`src/rtl/regwrite_decoder_pipe_if.sv`:
```
// Request/enable bundle between the write-port arbiter and the register-file write stage.
// The master drives write requests and control; the slave returns the registered enables.
interface regwrite_decoder_pipe_if #(
    parameter int SEL_W = 5,
    parameter int CNT_W = 8
);
    localparam int N = 1 << SEL_W;

    logic             stall;
    logic             wr_en0;
    logic [SEL_W-1:0] wr_sel0;
    logic             wr_en1;
    logic [SEL_W-1:0] wr_sel1;
    logic             clr_cnt;
    logic [N-1:0]     we0;
    logic [N-1:0]     we1;
    logic [N-1:0]     we_any;
    logic             collision;
    logic [CNT_W-1:0] collision_cnt;

    modport master (
        output stall, wr_en0, wr_sel0, wr_en1, wr_sel1, clr_cnt,
        input  we0, we1, we_any, collision, collision_cnt
    );

    modport slave (
        input  stall, wr_en0, wr_sel0, wr_en1, wr_sel1, clr_cnt,
        output we0, we1, we_any, collision, collision_cnt
    );
endinterface

```
`src/rtl/regwrite_decoder_pipe.sv`:
```
// Registered one-hot write-enable decoder for two register-file write ports.
// Writes to ZERO_IDX are dropped; on a same-register conflict port 0 wins and a collision is counted.
module regwrite_decoder_pipe #(
    parameter int SEL_W    = 5,
    parameter int ZERO_IDX = 31,
    parameter int CNT_W    = 8
) (
    input  logic                   clk,
    input  logic                   reset_n,
    regwrite_decoder_pipe_if.slave bus
);
    localparam int               N        = 1 << SEL_W;
    // An out-of-range ZERO_IDX turns masking off entirely rather than aliasing onto a real index.
    localparam logic             MASK_EN  = (ZERO_IDX < N);
    localparam logic [SEL_W-1:0] ZERO_SEL = SEL_W'(ZERO_IDX);

    function automatic logic is_zero(input logic [SEL_W-1:0] sel);
        is_zero = MASK_EN && (sel == ZERO_SEL);
    endfunction

    function automatic logic [N-1:0] decode(input logic en, input logic [SEL_W-1:0] sel);
        decode = en ? (N'(1) << sel) : '0;
    endfunction

    function automatic logic [CNT_W-1:0] sat_inc(input logic [CNT_W-1:0] v);
        sat_inc = (v == {CNT_W{1'b1}}) ? v : v + CNT_W'(1);
    endfunction

    // Stage p0: combinational decode and port arbitration
    logic [N-1:0] d0_p0;
    logic [N-1:0] d1_raw_p0;
    logic [N-1:0] d1_p0;
    logic         hit_p0;

    always_comb begin
        d0_p0     = decode(bus.wr_en0 && !is_zero(bus.wr_sel0), bus.wr_sel0);
        d1_raw_p0 = decode(bus.wr_en1 && !is_zero(bus.wr_sel1), bus.wr_sel1);
        hit_p0    = bus.wr_en0 && bus.wr_en1 && (bus.wr_sel0 == bus.wr_sel1)
                    && !is_zero(bus.wr_sel0);
        d1_p0     = hit_p0 ? '0 : d1_raw_p0;
    end

    // Stage p1: capture register and collision counter
    logic [N-1:0]     we0_p1;
    logic [N-1:0]     we1_p1;
    logic [N-1:0]     we_any_p1;
    logic             collision_p1;
    logic [CNT_W-1:0] cnt_p1;

    always_ff @(posedge clk or negedge reset_n) begin
        if (!reset_n) begin
            we0_p1       <= '0;
            we1_p1       <= '0;
            we_any_p1    <= '0;
            collision_p1 <= 1'b0;
            cnt_p1       <= '0;
        end else if (!bus.stall) begin
            we0_p1       <= d0_p0;
            we1_p1       <= d1_p0;
            we_any_p1    <= d0_p0 | d1_p0;
            collision_p1 <= hit_p0;
            if (bus.clr_cnt) begin
                cnt_p1 <= '0;
            end else if (hit_p0) begin
                cnt_p1 <= sat_inc(cnt_p1);
            end
        end
    end

    assign bus.we0           = we0_p1;
    assign bus.we1           = we1_p1;
    assign bus.we_any        = we_any_p1;
    assign bus.collision     = collision_p1;
    assign bus.collision_cnt = cnt_p1;
endmodule

```
`src/flat_wrapper.sv`:
```
// flat-port wrapper written by rule: the top's interface ports become plain ports
module regwrite_decoder_pipe_flat 
#(
    parameter int SEL_W    = 5,
    parameter int ZERO_IDX = 31,
    parameter int CNT_W    = 8
)
  (clk, reset_n, bus_stall, bus_wr_en0, bus_wr_sel0, bus_wr_en1, bus_wr_sel1, bus_clr_cnt, bus_we0, bus_we1, bus_we_any, bus_collision, bus_collision_cnt);
  regwrite_decoder_pipe_if #(.SEL_W(SEL_W), .CNT_W(CNT_W)) bus_i ();
  input  logic clk;
  input  logic reset_n;
  input wire logic [$bits(bus_i.stall)-1:0] bus_stall;
  input wire logic [$bits(bus_i.wr_en0)-1:0] bus_wr_en0;
  input wire logic [$bits(bus_i.wr_sel0)-1:0] bus_wr_sel0;
  input wire logic [$bits(bus_i.wr_en1)-1:0] bus_wr_en1;
  input wire logic [$bits(bus_i.wr_sel1)-1:0] bus_wr_sel1;
  input wire logic [$bits(bus_i.clr_cnt)-1:0] bus_clr_cnt;
  output wire logic [$bits(bus_i.we0)-1:0] bus_we0;
  output wire logic [$bits(bus_i.we1)-1:0] bus_we1;
  output wire logic [$bits(bus_i.we_any)-1:0] bus_we_any;
  output wire logic [$bits(bus_i.collision)-1:0] bus_collision;
  output wire logic [$bits(bus_i.collision_cnt)-1:0] bus_collision_cnt;
  assign bus_i.stall = bus_stall;
  assign bus_i.wr_en0 = bus_wr_en0;
  assign bus_i.wr_sel0 = bus_wr_sel0;
  assign bus_i.wr_en1 = bus_wr_en1;
  assign bus_i.wr_sel1 = bus_wr_sel1;
  assign bus_i.clr_cnt = bus_clr_cnt;
  assign bus_we0 = bus_i.we0;
  assign bus_we1 = bus_i.we1;
  assign bus_we_any = bus_i.we_any;
  assign bus_collision = bus_i.collision;
  assign bus_collision_cnt = bus_i.collision_cnt;
  regwrite_decoder_pipe #(.SEL_W(SEL_W), .ZERO_IDX(ZERO_IDX), .CNT_W(CNT_W)) u_core (.clk(clk), .reset_n(reset_n), .bus(bus_i));
endmodule
```
`config.mk`:
```
export PLATFORM = sky130hd
export DESIGN_NAME = regwrite_decoder_pipe_flat
export DESIGN_NICKNAME = d
export VERILOG_FILES = /design/src/rtl/regwrite_decoder_pipe_if.sv /design/src/rtl/regwrite_decoder_pipe.sv /design/src/flat_wrapper.sv
export SDC_FILE = /design/constraint.sdc
export NUM_CORES = 1
export LEC_CHECK = 0
export ABC_CLOCK_PERIOD_IN_PS = 2100
export BUFFER_PORTS_ARGS = -buffer_cell sky130_fd_sc_hd__buf_2
export CORE_ASPECT_RATIO = 0.9
export CORE_MARGIN = 4
export CORE_UTILIZATION = 47
export DETAILED_ROUTE_END_ITERATION = 16
export PLACE_DENSITY_LB_ADDON = 0.25
export SLEW_MARGIN = 25
export SYNTH_ARGS = -nofsm -noshare
export SYNTH_HDL_FRONTEND = slang
export SYNTH_SLANG_ARGS = --single-unit
```
`constraint.sdc`:
```
create_clock -name clk -period 2.1 [get_ports clk]
set_input_delay 0.42 -clock clk [delete_from_list [all_inputs] [get_ports clk]]
set_output_delay 0.42 -clock clk [all_outputs]
set_load 0.02 [all_outputs]
```
==> results.txt, run 1 <==
----------------------------------------------------
[Layout]
  Relative area change from synthesis to final layout ... 24.93%
  Layout cells sized above 1 ... 30.47%
  Ant diodes ... 0
  Count of fill cells added during filler insertion ... 807
  Multi-input logic area ... 0.001637 mm²
  Final #Nets ... 583
  Sequential cell area in the final layout ... 0.002629 mm²
  Final standard cell area without fillers ... 0.005493 mm²

[Logic synthesis]
  Fraction of the mapped netlist area in compound gates ... 15.74%
  Most numerous cell in the Yosys netlist ... sky130_fd_sc_hd__nand2_1
  Multiplexer fraction of the synthesized cell area ... 0.4553%
  Dominant combinational cell family by area after synthesis ... simple AND/OR/NAND/NOR gates
  Proportion of synthesized flip-flops having asynchronous set or reset ... 100.0%
  Adder-cell share of the synthesized area ... 0.2846%
  Synth Warn # ... 0
  Fraction of the yosys area taken by sequential cells ... 59.76%
  Number of cells produced by synthesis ... 431
  Number of distinct standard cells referenced by the synthesized netlist ... 40
  Net count after synthesis ... 448
  Cell type with the highest aggregate area in the netlist ... sky130_fd_sc_hd__dfrtp_1
  Most frequently used flop master after synthesis ... sky130_fd_sc_hd__dfrtp_1
  Xor and xnor fraction of the mapped netlist area ... 0.9960%
  Top cell type's share of synthesized area ... 59.76%
  Flop and latch count out of synthesis ... 105
  Simple-Gate Fraction of Synth Area ... 19.75%
  Number of enable-type register cells in the synthesized netlist ... 0
  Syn_area_per_cell ... 10.20 µm²
  Area of the mapped netlist ... 0.004397 mm²
  Cell types with the highest counts after synthesis ... sky130_fd_sc_hd__nand2_1, sky130_fd_sc_hd__dfrtp_1, sky130_fd_sc_hd__o21ai_0
  Biggest area contributors in the synthesized netlist ... sky130_fd_sc_hd__dfrtp_1, sky130_fd_sc_hd__nand2_1, sky130_fd_sc_hd__o21ai_0

[Setup path]
  Largest stage delay on the critical path ... 0.42 ns
  Gate family responsible for the most delay along the worst path ... simple AND/OR/NAND/NOR gates
  Crit path buf inv count ... 1
  Largest fanout on the critical path ... 5
  Kind of end point of the critical path ... flip-flop
  Crit path launch type ... flip-flop
  Cell Chain, Critical Path ... ha_1 > nand3_1 > nor2_1 > and3b_1 > buf_4 > and4_1 > a221o_1
  Master of the slowest instance on the critical path ... sky130_fd_sc_hd__dfrtp_1
  Required time of the worst setup path ... 2.36 ns
  Critical path arrival ... 2.17 ns
  Class of the most critical setup path ... flip-flop to flip-flop

[Clocking]
  H-tree depth reported by CTS ... 3
  Clock slew seen by the registers of the worst setup and hold paths ... 0.10 ns
  CTS Sinks ... 105
  Cts bufs inserted ... 9
  # Post-CTS Setup Buffers ... 0
  Maximum root-to-sink buffer count ... 2
  Clock tree from TritonCTS ... built
  CTS Root Buffer Type ... sky130_fd_sc_hd__clkbuf_8
  Clk Latency, worst-skew pair ... 0.37 ns
  Number of hold buffers added after CTS ... 0

[Route]
  Detailed-routing iteration count for the pre-antenna-repair pass ... 6
  Routed wire length ... 11,920 µm
  Met3 wire length ... 816 µm
  Remaining DRCs ... 0
  Average wire per cell in the routed design ... 17.20 µm
  Number of routed nets with antenna violations ... 0
  Highest routing layer actually used ... met4
  Wire length on met2 ... 5655 µm
  Routed vias/inst ... 5.472
  Initial drt markers ... 347
  Total number of vias ... 3,792
  WL met1 ... 5264 µm

[STA]
  Clock period minus worst slack ... 1.912 ns
  Max-slew violations ... 0
  Actual slew at the worst max-slew pin ... 0.5868 ns
  TNS Setup ... 0 ns
  Maximum frequency from static timing analysis ... 0.5230 GHz
  RSZ-0062 raised after global routing ... false
  Clk_skew ... 0.006066 ns
  Final hold viol count ... 0
  Final clock period utilization by the worst path ... 91.05%
  Finish-stage setup viols ... 0
  Tightest slew margin relative to the limit ... 60.88%

[Global routing]
  Pin count of the biggest net entering global routing ... 106
  Overall fraction of global-route tracks in use ... 22.68%
  Initial antenna violation count ... 0
  Global-route wire length before repair ... 19,340 µm
  Remaining global-route overflow ... 0
  Vias in the first global route ... 3,719

[Pwr]
  Net switching fraction of the power ... 26.49%
  Share of total power in combinational logic ... 9.5%
  Static leakage ... 3.015 nW
  Clock share of power ... 35.2%
  Power density of the placed cells ... 684.3 mW/mm²
  Psw ... 0.0009958 W
  Reg power frac ... 55.3%
  Internal power summed over all cells ... 0.002763 W
  IR drop worst, VDD ... 0.4187 mV

[Flow run]
  Max_cap viols ... 0

[Run status]
  Run status ... complete, no violations

[Place]
  Placement-stage cell area ... 0.005283 mm²
  Routability-driven placement congestion ratio ... 0.8619
  Half-perimeter wire length after placement ... 8285 µm
  # port buffers ... 120

[Hold path]
  Hold Path Class ... input pin to asynchronous set/reset pin

[Floorplan]
  Count of pins on the block boundary ... 121
  Die height ... 99.76 µm
  Placeable Area ... 0.009125 mm²
  Die footprint ... 0.01097 mm²
  Starting density of the core ... 48.18%
  Placement row count ... 33
  Overall die width ... 110.0 µm

----------------------------------------------------
==> what timing repair did <==
action | CTS | global route
endpoints found under the hold margin | 0 | 0
resized for setup | 0 | 1
endpoints found under the setup margin | 0 | 2
==> power by group through the flow <==
stage	logic, W	clock network [W]	registers (W)
floorplan	0.000145	0	0.00216
global placement	0.000353	0	0.00212
detailed placement	0.000361	0	0.00212
CTS	0.000362	0.00134	0.00208
global route	0.000396	0.00144	0.00208
finish	0.000357	0.00132	0.00208
==> kinds of logic (layout without fill, tap and decap cells) <==
| logic type | Yosys count | count (layout) |
|---|---|---|
| buffers and inverters | 32 | 172 |
| muxes | 2 | 2 |
| and+or+nand+nor | 193 | 193 |
| AOI/OAI and AO/OA | 93 | 93 |
| xor gates and xnor gates | 5 | 5 |
| DFF | 105 | 105 |
| adders and majority gates | 1 | 1 |
==> final cells by class <==
class	instances	share of cell area (%)
Multi-Input combinational cell	294	29.79
Clock inverter	6	1.298
Timing Repair Buffer	150	15.35
Sequential cell	105	47.86
Tap cell	122	2.779
Inverter	6	0.4100
Clock buffer	10	2.506
==> through the flow <==
| step | instances | util [%] | total power, W | hold WS, ns | setup WS, ns |
|---|---|---|---|---|---|
| floorplan | 431 | - | 0.002302 | 0.1244 | 0.08915 |
| global placement | 677 | 57.89 | 0.002470 | 0.4615 | 0.05922 |
| detailed placement | 677 | 57.89 | 0.002479 | 0.4611 | 0.01410 |
| CTS | 693 | 60.18 | 0.003785 | 0.1324 | 0.1442 |
| global route | 693 | 60.19 | 0.003919 | 0.1415 | 0.01971 |
| finish | 693 | 60.19 | 0.003758 | 0.06625 | 0.1879 |
==> final timing paths <==
| kind | from | endpoint | slack, ns | depth (start not counted) |
|---|---|---|---|---|
| setup / recovery | u_core.bus.collision_cnt[1]$_DFFE_PN0P_ | u_core.bus.collision_cnt[6]$_DFFE_PN0P_ | 0.19 | 7 |
| hold / removal | reset_n | u_core.bus.we0[21]$_DFFE_PN0N_ | 0.07 | 2 |
| setup reg to reg | u_core.bus.collision_cnt[1]$_DFFE_PN0P_ | u_core.bus.collision_cnt[6]$_DFFE_PN0P_ | 0.19 | 7 |
| hold reg to reg | u_core.bus.we1[0]$_DFFE_PN0N_ | u_core.bus.we1[0]$_DFFE_PN0N_ | 0.48 | 2 |
| max in group asynchronous | reset_n | u_core.bus.we_any[6]$_DFFE_PN0N_ | 1.55 | 2 |
| min in group clk | bus_stall | u_core.bus.collision$_DFFE_PN0N_ | 0.39 | 2 |
==> flip-flops by register name (all words and copies together) (netlist names) <==
register	flops
u_core.bus.collision	1
u_core.bus.collision_cnt	8
u_core.bus.we1	32
u_core.bus.we_any	32
u_core.bus.we0	32
==> cell usage in the layout, fill, tap and decap left out, types with 2 or more instances in the layout <==
cell type	count
sky130_fd_sc_hd__a22oi_1	11
sky130_fd_sc_hd__and3_1	3
sky130_fd_sc_hd__nor3_1	6
sky130_fd_sc_hd__or3_1	8
sky130_fd_sc_hd__a22o_1	15
sky130_fd_sc_hd__inv_6	2
sky130_fd_sc_hd__o21ai_0	35
sky130_fd_sc_hd__a21boi_0	2
sky130_fd_sc_hd__a222oi_1	2
sky130_fd_sc_hd__and4_1	3
sky130_fd_sc_hd__nor2b_1	4
sky130_fd_sc_hd__a2111oi_1	2
sky130_fd_sc_hd__a221o_1	2
sky130_fd_sc_hd__buf_4	31
sky130_fd_sc_hd__clkbuf_8	10
sky130_fd_sc_hd__a2111oi_2	2
sky130_fd_sc_hd__nor2_1	12
sky130_fd_sc_hd__inv_1	6
sky130_fd_sc_hd__buf_2	118
sky130_fd_sc_hd__nand2_1	127
sky130_fd_sc_hd__a41oi_1	2
sky130_fd_sc_hd__nand3_1	13
sky130_fd_sc_hd__dfrtp_1	104
sky130_fd_sc_hd__nand2b_1	6
sky130_fd_sc_hd__and2_1	4
sky130_fd_sc_hd__mux2i_1	2
sky130_fd_sc_hd__xor2_1	5
sky130_fd_sc_hd__o221ai_1	15
==> layer usage <==
metal	global-route usage [%]	vias up
li1	-	1776
met1	32.76	1867
met2	34.98	131
met3	5.062	18
met4	5.369	0
met5	0	-
(Power assumes the default switching activity.)
==> run 2, diff against run 1 <==
--- a/config.mk
+++ b/config.mk
@@ -12,6 +12,7 @@
 export CORE_UTILIZATION = 47
 export DETAILED_ROUTE_END_ITERATION = 16
 export PLACE_DENSITY_LB_ADDON = 0.25
+export SETUP_SLACK_MARGIN = 0.4
 export SLEW_MARGIN = 25
 export SYNTH_ARGS = -nofsm -noshare
 export SYNTH_HDL_FRONTEND = slang
==> run 2 against run 1 <==
  * The flow now finishes with violations (negative hold slack)
  * Power rose by 2.0%
  * Critical path depth fell by 1
  * Sequential share of layout area fell by 1.8 points
  * Global-route usage rose by 0.60 points
  * Clock skew rose by 0.0036 ns
  * Flip-flop and latch count did not move
  * Non-clock buffer count rose by 7
==> results.txt, run 2 (synthesis gave the netlist of run 1 again) <==
----------------------------------------------------
[Setup path]
  Critical path arrival ... 1.96 ns (-0.21 ns)
  Class of the most critical setup path ... flip-flop to flip-flop
  Required time of the worst setup path ... 2.37 ns (about the same)
  Crit path launch type ... flip-flop
  Kind of end point of the critical path ... flip-flop
  Largest fanout on the critical path ... 3 (-2)

[Layout]
  Commonest cells after routing, fill and taps aside ... sky130_fd_sc_hd__nand2_1, sky130_fd_sc_hd__buf_2, sky130_fd_sc_hd__dfrtp_1, sky130_fd_sc_hd__buf_4, sky130_fd_sc_hd__o21ai_0
  Relative area change from synthesis to final layout ... 29.94%
  Count of fill cells added during filler insertion ... 809 (+0.25%)
  Final standard cell area without fillers ... 0.005713 mm² (+4.0%)
  Final #Nets ... 590 (+1.2%)
  Multi-input logic area ... 0.001779 mm² (+8.7%)
  Sequential cell area in the final layout ... 0.002633 mm² (+0.14%)
  Final instance count without filler cells ... 700 (+1.0%)
  Most frequent standard cell in the layout excluding fill and tap cells ... sky130_fd_sc_hd__nand2_1
  Ant diodes ... 0 (unchanged)
  Layout cells sized above 1 ... 34.78% (+4.3 points)

[Floorplan]
  Overall die width ... 110.0 µm (unchanged)
  Placeable Area ... 0.009125 mm² (unchanged)
  Placement row count ... 33 (unchanged)
  Die footprint ... 0.01097 mm² (unchanged)
  Starting density of the core ... 48.18% (unchanged)
  Count of pins on the block boundary ... 121 (unchanged)
  Die height ... 99.76 µm (unchanged)

[Route]
  Wire length on met2 ... 5890 µm (+4.2%)
  WL met1 ... 5418 µm (+2.9%)
  Met3 wire length ... 738 µm (-9.6%)
  Initial drt markers ... 204 (-41%)
  Routed wire length ... 12,180 µm (+2.1%)
  Detailed-routing iteration count for the pre-antenna-repair pass ... 5 (-1)
  Average wire per cell in the routed design ... 17.39 µm (+1.1%)
  Routed vias/inst ... 5.424 (-0.87%)
  Remaining DRCs ... 0 (unchanged)
  Highest routing layer actually used ... met4
  Number of routed nets with antenna violations ... 0 (unchanged)
  Total number of vias ... 3,797 (+0.13%)

[Run status]
  Violations in the final reports ... negative hold slack
  Run status ... complete, but fails checks

[STA]
  Final hold viol count ... 3 (+3)
  Finish-stage setup viols ... 0 (unchanged)
  Maximum frequency from static timing analysis ... 0.5914 GHz (+13%)
  Tightest slew margin relative to the limit ... 66.63% (+5.8 points)
  Clock period minus worst slack ... 1.691 ns (-0.2212 ns)
  Fin worst setup slack ... 0.4091 ns (+0.2212 ns)
  TNS Setup ... 0 ns (unchanged)
  Max-slew violations ... 0 (unchanged)
  Clk_skew ... 0.009639 ns (+0.003573 ns)
  Actual slew at the worst max-slew pin ... 0.5006 ns (-0.08626 ns)
  RSZ-0062 raised after global routing ... true
  Final clock period utilization by the worst path ... 80.52% (-11 points)
  Smallest hold slack ... -0.003764 ns (-0.07002 ns)

[Place]
  Half-perimeter wire length after placement ... 8551 µm (+3.2%)
  Routability-driven placement congestion ratio ... 0.8236 (-4.4%)
  Worst slack at placement ... 0.02412 ns (+0.01002 ns)
  Placed Cells incl. Taps ... 676 (-0.15%)
  # port buffers ... 120 (unchanged)
  Placement-stage cell area ... 0.005365 mm² (+1.6%)

[Global routing]
  Overall fraction of global-route tracks in use ... 23.28% (+0.60 points)
  Remaining global-route overflow ... 0 (unchanged)
  Initial antenna violation count ... 0 (unchanged)
  Global-route wire length before repair ... 19,720 µm (+2.0%)
  Vias in the first global route ... 3,718 (-0.027%)
  Pin count of the biggest net entering global routing ... 58 (-45%)

[Clocking]
  Clk Latency, worst-skew pair ... 0.37 ns (about the same)
  Clock slew seen by the registers of the worst setup and hold paths ... 0.10 ns (about the same)
  Clock tree from TritonCTS ... built
  CTS Sinks ... 105 (unchanged)
  Cts bufs inserted ... 9 (unchanged)
  Maximum root-to-sink buffer count ... 2 (unchanged)
  H-tree depth reported by CTS ... 3 (unchanged)
  CTS Root Buffer Type ... sky130_fd_sc_hd__clkbuf_8

[Flow run]
  Max_cap viols ... 0 (unchanged)

[Pwr]
  Power density of the placed cells ... 671.1 mW/mm² (-1.9%)
  Static leakage ... 3.072 nW (+1.9%)
  IR drop worst, VDD ... 0.3880 mV (-7.3%)

[Hold path]
  Hold Path Class ... input pin to asynchronous set/reset pin

----------------------------------------------------
==> run 2: changes by cell type in the layout (fill, tap and decap cells not counted), sizes merged <==
cell / delta
buf: +7
clkbuf: +2
clkinv: +1
clkinvlp: -1
inv: -2
==> run 2: repair_timing <==
action                     in CTS  in global routing
pin swaps                       4                 11
setup endpoints to repair       3                 21
hold buffers                    0                  0
gates resized for setup         3                 13
setup buffers                   4                  4
==> run 2: routing by layer <==
metal	track usage, %	up-vias
met3	5.905	10
met4	6.616	0
li1	-	1780
met2	35.91	114
met5	0	-
met1	32.70	1893
==> run 2: final timing paths <==
kind                                                    startpoint                                      end  slack (ns)  cells after the start
hold reg to reg                     u_core.bus.we1[10]$_DFFE_PN0N_           u_core.bus.we1[10]$_DFFE_PN0N_        0.48                      2
setup reg to reg           u_core.bus.collision_cnt[0]$_DFFE_PN0P_  u_core.bus.collision_cnt[3]$_DFFE_PN0P_        0.41                      6
min in group clk                                         bus_stall         u_core.bus.collision$_DFFE_PN0N_        0.36                      2
setup / recovery           u_core.bus.collision_cnt[0]$_DFFE_PN0P_  u_core.bus.collision_cnt[3]$_DFFE_PN0P_        0.41                      6
max in group asynchronous                                  reset_n           u_core.bus.we0[28]$_DFFE_PN0N_        1.43                      2
hold / removal                                             reset_n  u_core.bus.collision_cnt[5]$_DFFE_PN0P_      -0.004                      1
==> run 2: cell type report <==
cell class	instances	area share, %
Clock buffer	12	2.891
Clock inverter	4	1.029
Inverter	6	0.3942
Multi-Input combinational cell	294	31.14
Sequential cell	105	46.08
Tap cell	122	2.672
Timing Repair Buffer	157	15.79
==> run 2: where the power goes <==
| part | switching, W | leakage, nW | internal [W] | total [W] |
|---|---|---|---|---|
| combinational | 0.000265 | 1.50 | 0.000124 | 0.000390 |
| clock | 0.000705 | 0.115 | 0.000662 | 0.00137 |
| sequential | 0.0000224 | 1.45 | 0.00205 | 0.00208 |
==> run 2: critical path, cell delays in order, from the launching register on <==
cell,delay [ns]
sky130_fd_sc_hd__dfrtp_2,0.44
sky130_fd_sc_hd__ha_4,0.17
sky130_fd_sc_hd__nand3_4,0.08
sky130_fd_sc_hd__nor2_4,0.04
sky130_fd_sc_hd__buf_6,0.12
sky130_fd_sc_hd__or4_4,0.47
sky130_fd_sc_hd__a221oi_2,0.27
==> run 2: stage by stage <==
step                hold WS [ns]  power (W)  util [%]
detailed placement        0.4049   0.002497     58.80
global placement          0.4031   0.002486     58.80
global route             0.01650   0.003994     62.61
floorplan                 0.1244   0.002321         -
finish                 -0.003764   0.003834     62.61
CTS                   0.00002764   0.003855     61.68
==> run 3, diff against run 2 <==
--- a/config.mk
+++ b/config.mk
@@ -5,7 +5,7 @@
 export SDC_FILE = /design/constraint.sdc
 export NUM_CORES = 1
 export LEC_CHECK = 0
-export ABC_CLOCK_PERIOD_IN_PS = 2100
+export ABC_CLOCK_PERIOD_IN_PS = 1700
 export BUFFER_PORTS_ARGS = -buffer_cell sky130_fd_sc_hd__buf_2
 export CORE_ASPECT_RATIO = 0.9
 export CORE_MARGIN = 4
==> constraint.sdc (replaced) <==
create_clock -name clk -period 1.7 [get_ports clk]
set_input_delay 0.34 -clock clk [delete_from_list [all_inputs] [get_ports clk]]
set_output_delay 0.34 -clock clk [all_outputs]
set_load 0.02 [all_outputs]
==> run 3 against run 2 <==
  * The flow now finishes without violations
  * Setup slack worse by 0.33 ns
  * Power increased by 25%
  * Clock-buffer cell count is 2 lower
  * Worst hold slack better by 0.27 ns
  * Critical path depth stayed put
  * Die area did not move
==> results.txt, run 3 (synthesis gave the netlist of run 1 again) <==
----------------------------------------------------
[Setup path]
  Setup slack of the worst register-to-register path ... 0.08 ns (-0.33 ns)
  Crit path buf inv count ... 1 (unchanged)
  Logic depth of the worst path, buffers included ... 6 (unchanged)
  Startpoint of the most critical register-to-register path ... u_core.bus.collision_cnt[3]$_DFFE_PN0P_
  Largest stage delay on the critical path ... 0.38 ns (-0.09 ns)
  Largest fanout on the critical path ... 6 (+3)
  Cell Chain, Critical Path ... nand4_1 > nor2_4 > and3b_1 > buf_6 > and4_1 > a221o_1
  Required time of the worst setup path ... 1.96 ns (-0.41 ns)
  Crit path launch type ... flip-flop
  Worst setup path startpoint ... u_core.bus.collision_cnt[3]$_DFFE_PN0P_
  FF-to-FF End ... u_core.bus.collision_cnt[4]$_DFFE_PN0P_
  Master of the slowest instance on the critical path ... sky130_fd_sc_hd__dfrtp_2
  Class of the most critical setup path ... flip-flop to flip-flop
  End of the critical path ... u_core.bus.collision_cnt[4]$_DFFE_PN0P_
  Kind of end point of the critical path ... flip-flop
  Critical path arrival ... 1.88 ns (-0.08 ns)
  Gate family responsible for the most delay along the worst path ... simple AND/OR/NAND/NOR gates
  Number of cells traversed by the worst register-to-register path ... 6 (unchanged)

[Pwr]
  Static leakage ... 3.570 nW (+16%)
  Psw ... 0.001314 W (+32%)
  Internal power summed over all cells ... 0.003494 W (+23%)
  Net switching fraction of the power ... 27.32% (+1.4 points)
  IR drop worst, VDD ... 0.4927 mV (+27%)
  Clock share of power ... 32.6% (-3.1 points)
  Reg power frac ... 53.5% (-0.7 points)
  Power density of the placed cells ... 706.0 mW/mm² (+5.2%)
  Share of total power in combinational logic ... 14.0% (+3.8 points)

[Global routing]
  Initial antenna violation count ... 1 (+1)
  Global-route wire length before repair ... 20,960 µm (+6.3%)
  Pin count of the biggest net entering global routing ... 52 (-10%)
  Overall fraction of global-route tracks in use ... 24.79% (+1.5 points)
  Vias in the first global route ... 3,992 (+7.4%)
  Remaining global-route overflow ... 0 (unchanged)

[Route]
  Remaining DRCs ... 0 (unchanged)
  Initial drt markers ... 217 (+6.4%)
  Routed vias/inst ... 5.557 (+2.5%)
  Average wire per cell in the routed design ... 18.36 µm (+5.6%)
  Routed wire length ... 13,810 µm (+13%)
  Detailed-routing iteration count for the pre-antenna-repair pass ... 5 (unchanged)
  Number of routed nets with antenna violations ... 0 (unchanged)
  Total number of vias ... 4,179 (+10%)

[Floorplan]
  Placement row count ... 33 (unchanged)
  Die footprint ... 0.01097 mm² (unchanged)
  Die height ... 99.76 µm (unchanged)
  Count of pins on the block boundary ... 121 (unchanged)
  Overall die width ... 110.0 µm (unchanged)
  Placeable Area ... 0.009125 mm² (unchanged)
  Starting density of the core ... 48.18% (unchanged)

[Place]
  Half-perimeter wire length after placement ... 8724 µm (+2.0%)
  # port buffers ... 120 (unchanged)
  Placement-stage cell area ... 0.005528 mm² (+3.0%)
  Placed Cells incl. Taps ... 693 (+2.5%)
  Routability-driven placement congestion ratio ... 0.8937 (+8.5%)

[STA]
  RSZ-0062 raised after global routing ... true
  Tightest slew margin relative to the limit ... 42.91% (-24 points)
  Clock period minus worst slack ... 1.623 ns (-0.06747 ns)
  Finish-stage setup viols ... 0 (unchanged)
  Final clock period utilization by the worst path ... 95.49% (+15 points)
  Maximum frequency from static timing analysis ... 0.6160 GHz (+4.2%)
  Actual slew at the worst max-slew pin ... 0.8498 ns (+0.3493 ns)
  Final hold viol count ... 0 (-3)
  Clk_skew ... 0.004884 ns (-0.004756 ns)
  Max-slew violations ... 0 (unchanged)

[Layout]
  Multi-input logic area ... 0.002162 mm² (+22%)
  Relative area change from synthesis to final layout ... 54.89%
  Commonest cells after routing, fill and taps aside ... sky130_fd_sc_hd__nand2_1, sky130_fd_sc_hd__dfrtp_1, sky130_fd_sc_hd__buf_4, sky130_fd_sc_hd__buf_2, sky130_fd_sc_hd__buf_6
  Final instance count without filler cells ... 752 (+7.4%)
  Layout cells sized above 1 ... 49.60% (+15 points)
  Count of fill cells added during filler insertion ... 630 (-22%)
  Final #Nets ... 642 (+8.8%)
  Sequential cell area in the final layout ... 0.002634 mm² (about the same)
  Final standard cell area without fillers ... 0.006810 mm² (+19%)

[Clocking]
  CTS Sinks ... 105 (unchanged)
  Maximum root-to-sink buffer count ... 2 (unchanged)
  CTS Root Buffer Type ... sky130_fd_sc_hd__clkbuf_8
  Clock tree from TritonCTS ... built
  Clk Latency, worst-skew pair ... 0.37 ns (about the same)
  Clock slew seen by the registers of the worst setup and hold paths ... 0.10 ns (about the same)
  Cts bufs inserted ... 9 (unchanged)
  H-tree depth reported by CTS ... 3 (unchanged)

[Flow run]
  Max_cap viols ... 0 (unchanged)

[Hold path]
  Hold Path Class ... input pin to flip-flop

[Run status]
  Run status ... complete, no violations

----------------------------------------------------
-- run 3: changes by cell type in the layout (fill, tap and decap cells not counted), sizes merged, moves of 2 or more --
| cell | change |
|---|---|
| buf | +51 |
| clkbuf | -2 |
| clkinv | -2 |
| clkinvlp | +2 |
-- run 3: how the worst min path moves through the flow --
stage,from,end,slack [ns],depth (start not counted)
final,bus_stall,u_core.bus.collision$_DFFE_PN0N_,0.27,2
after global routing,bus_stall,u_core.bus.collision$_DFFE_PN0N_,0.29,2
after CTS,bus_stall,u_core.bus.collision$_DFFE_PN0N_,0.26,2
after detailed placement,reset_n,u_core.bus.collision_cnt[4]$_DFFE_PN0P_,0.28,1
after global placement,reset_n,u_core.bus.collision_cnt[6]$_DFFE_PN0P_,0.28,1
after floorplan,reset_n,u_core.bus.collision$_DFFE_PN0N_,0.04,0
-- run 3: metrics by stage --
step / setup TNS, ns / hold WS, ns / util (%) / power [W] / setup slack, ns
floorplan: -0.1176 / 0.04441 / - / 0.002870 / -0.03643
global placement: -13.03 / 0.2835 / 60.58 / 0.003109 / -0.3227
detailed placement: -17.02 / 0.2825 / 60.58 / 0.003117 / -0.4259
CTS: 0 / 0.2622 / 67.67 / 0.004744 / 0.07798
global route: 0 / 0.2889 / 74.61 / 0.004991 / 0.007894
finish: 0 / 0.2685 / 74.63 / 0.004808 / 0.07660
-- run 3: repair_timing --
action | 4_1_cts | 5_1_grt
pin swaps | 32 | 19
gates cloned | 0 | 0
setup buffers | 9 | 33
hold endpoints to repair | 25 | 0
hold buffers | 1 | 0
endpoints found under the setup margin | 78 | 138
gates resized for setup | 94 | 114
-- run 3: final cells by class --
class / instances / area share (%)
Sequential cell: 105 / 38.67
Multi-Input combinational cell: 294 / 31.75
Timing Repair Buffer: 209 / 24.14
Tap cell: 122 / 2.241
Clock buffer: 10 / 1.874
Clock inverter: 5 / 0.9554
Inverter: 6 / 0.3307
Antenna cell: 1 / 0.03674
-- run 3: routing by layer --
layer	vias up	routed length, µm	track usage (%)
met4	2	335	9.012
met5	-	12	0
met1	2075	5733	34.38
li1	1893	-	-
met2	178	6699	37.78
met3	31	1027	6.295
-- run 3: power by group through the flow --
| stage | registers, W | clock network, W | logic, W |
|---|---|---|---|
| floorplan | 0.00267 | 0 | 0.000202 |
| global placement | 0.00261 | 0 | 0.000497 |
| detailed placement | 0.00261 | 0 | 0.000504 |
| CTS | 0.00256 | 0.00158 | 0.000602 |
| global route | 0.00257 | 0.00169 | 0.000722 |
| finish | 0.00257 | 0.00157 | 0.000671 |
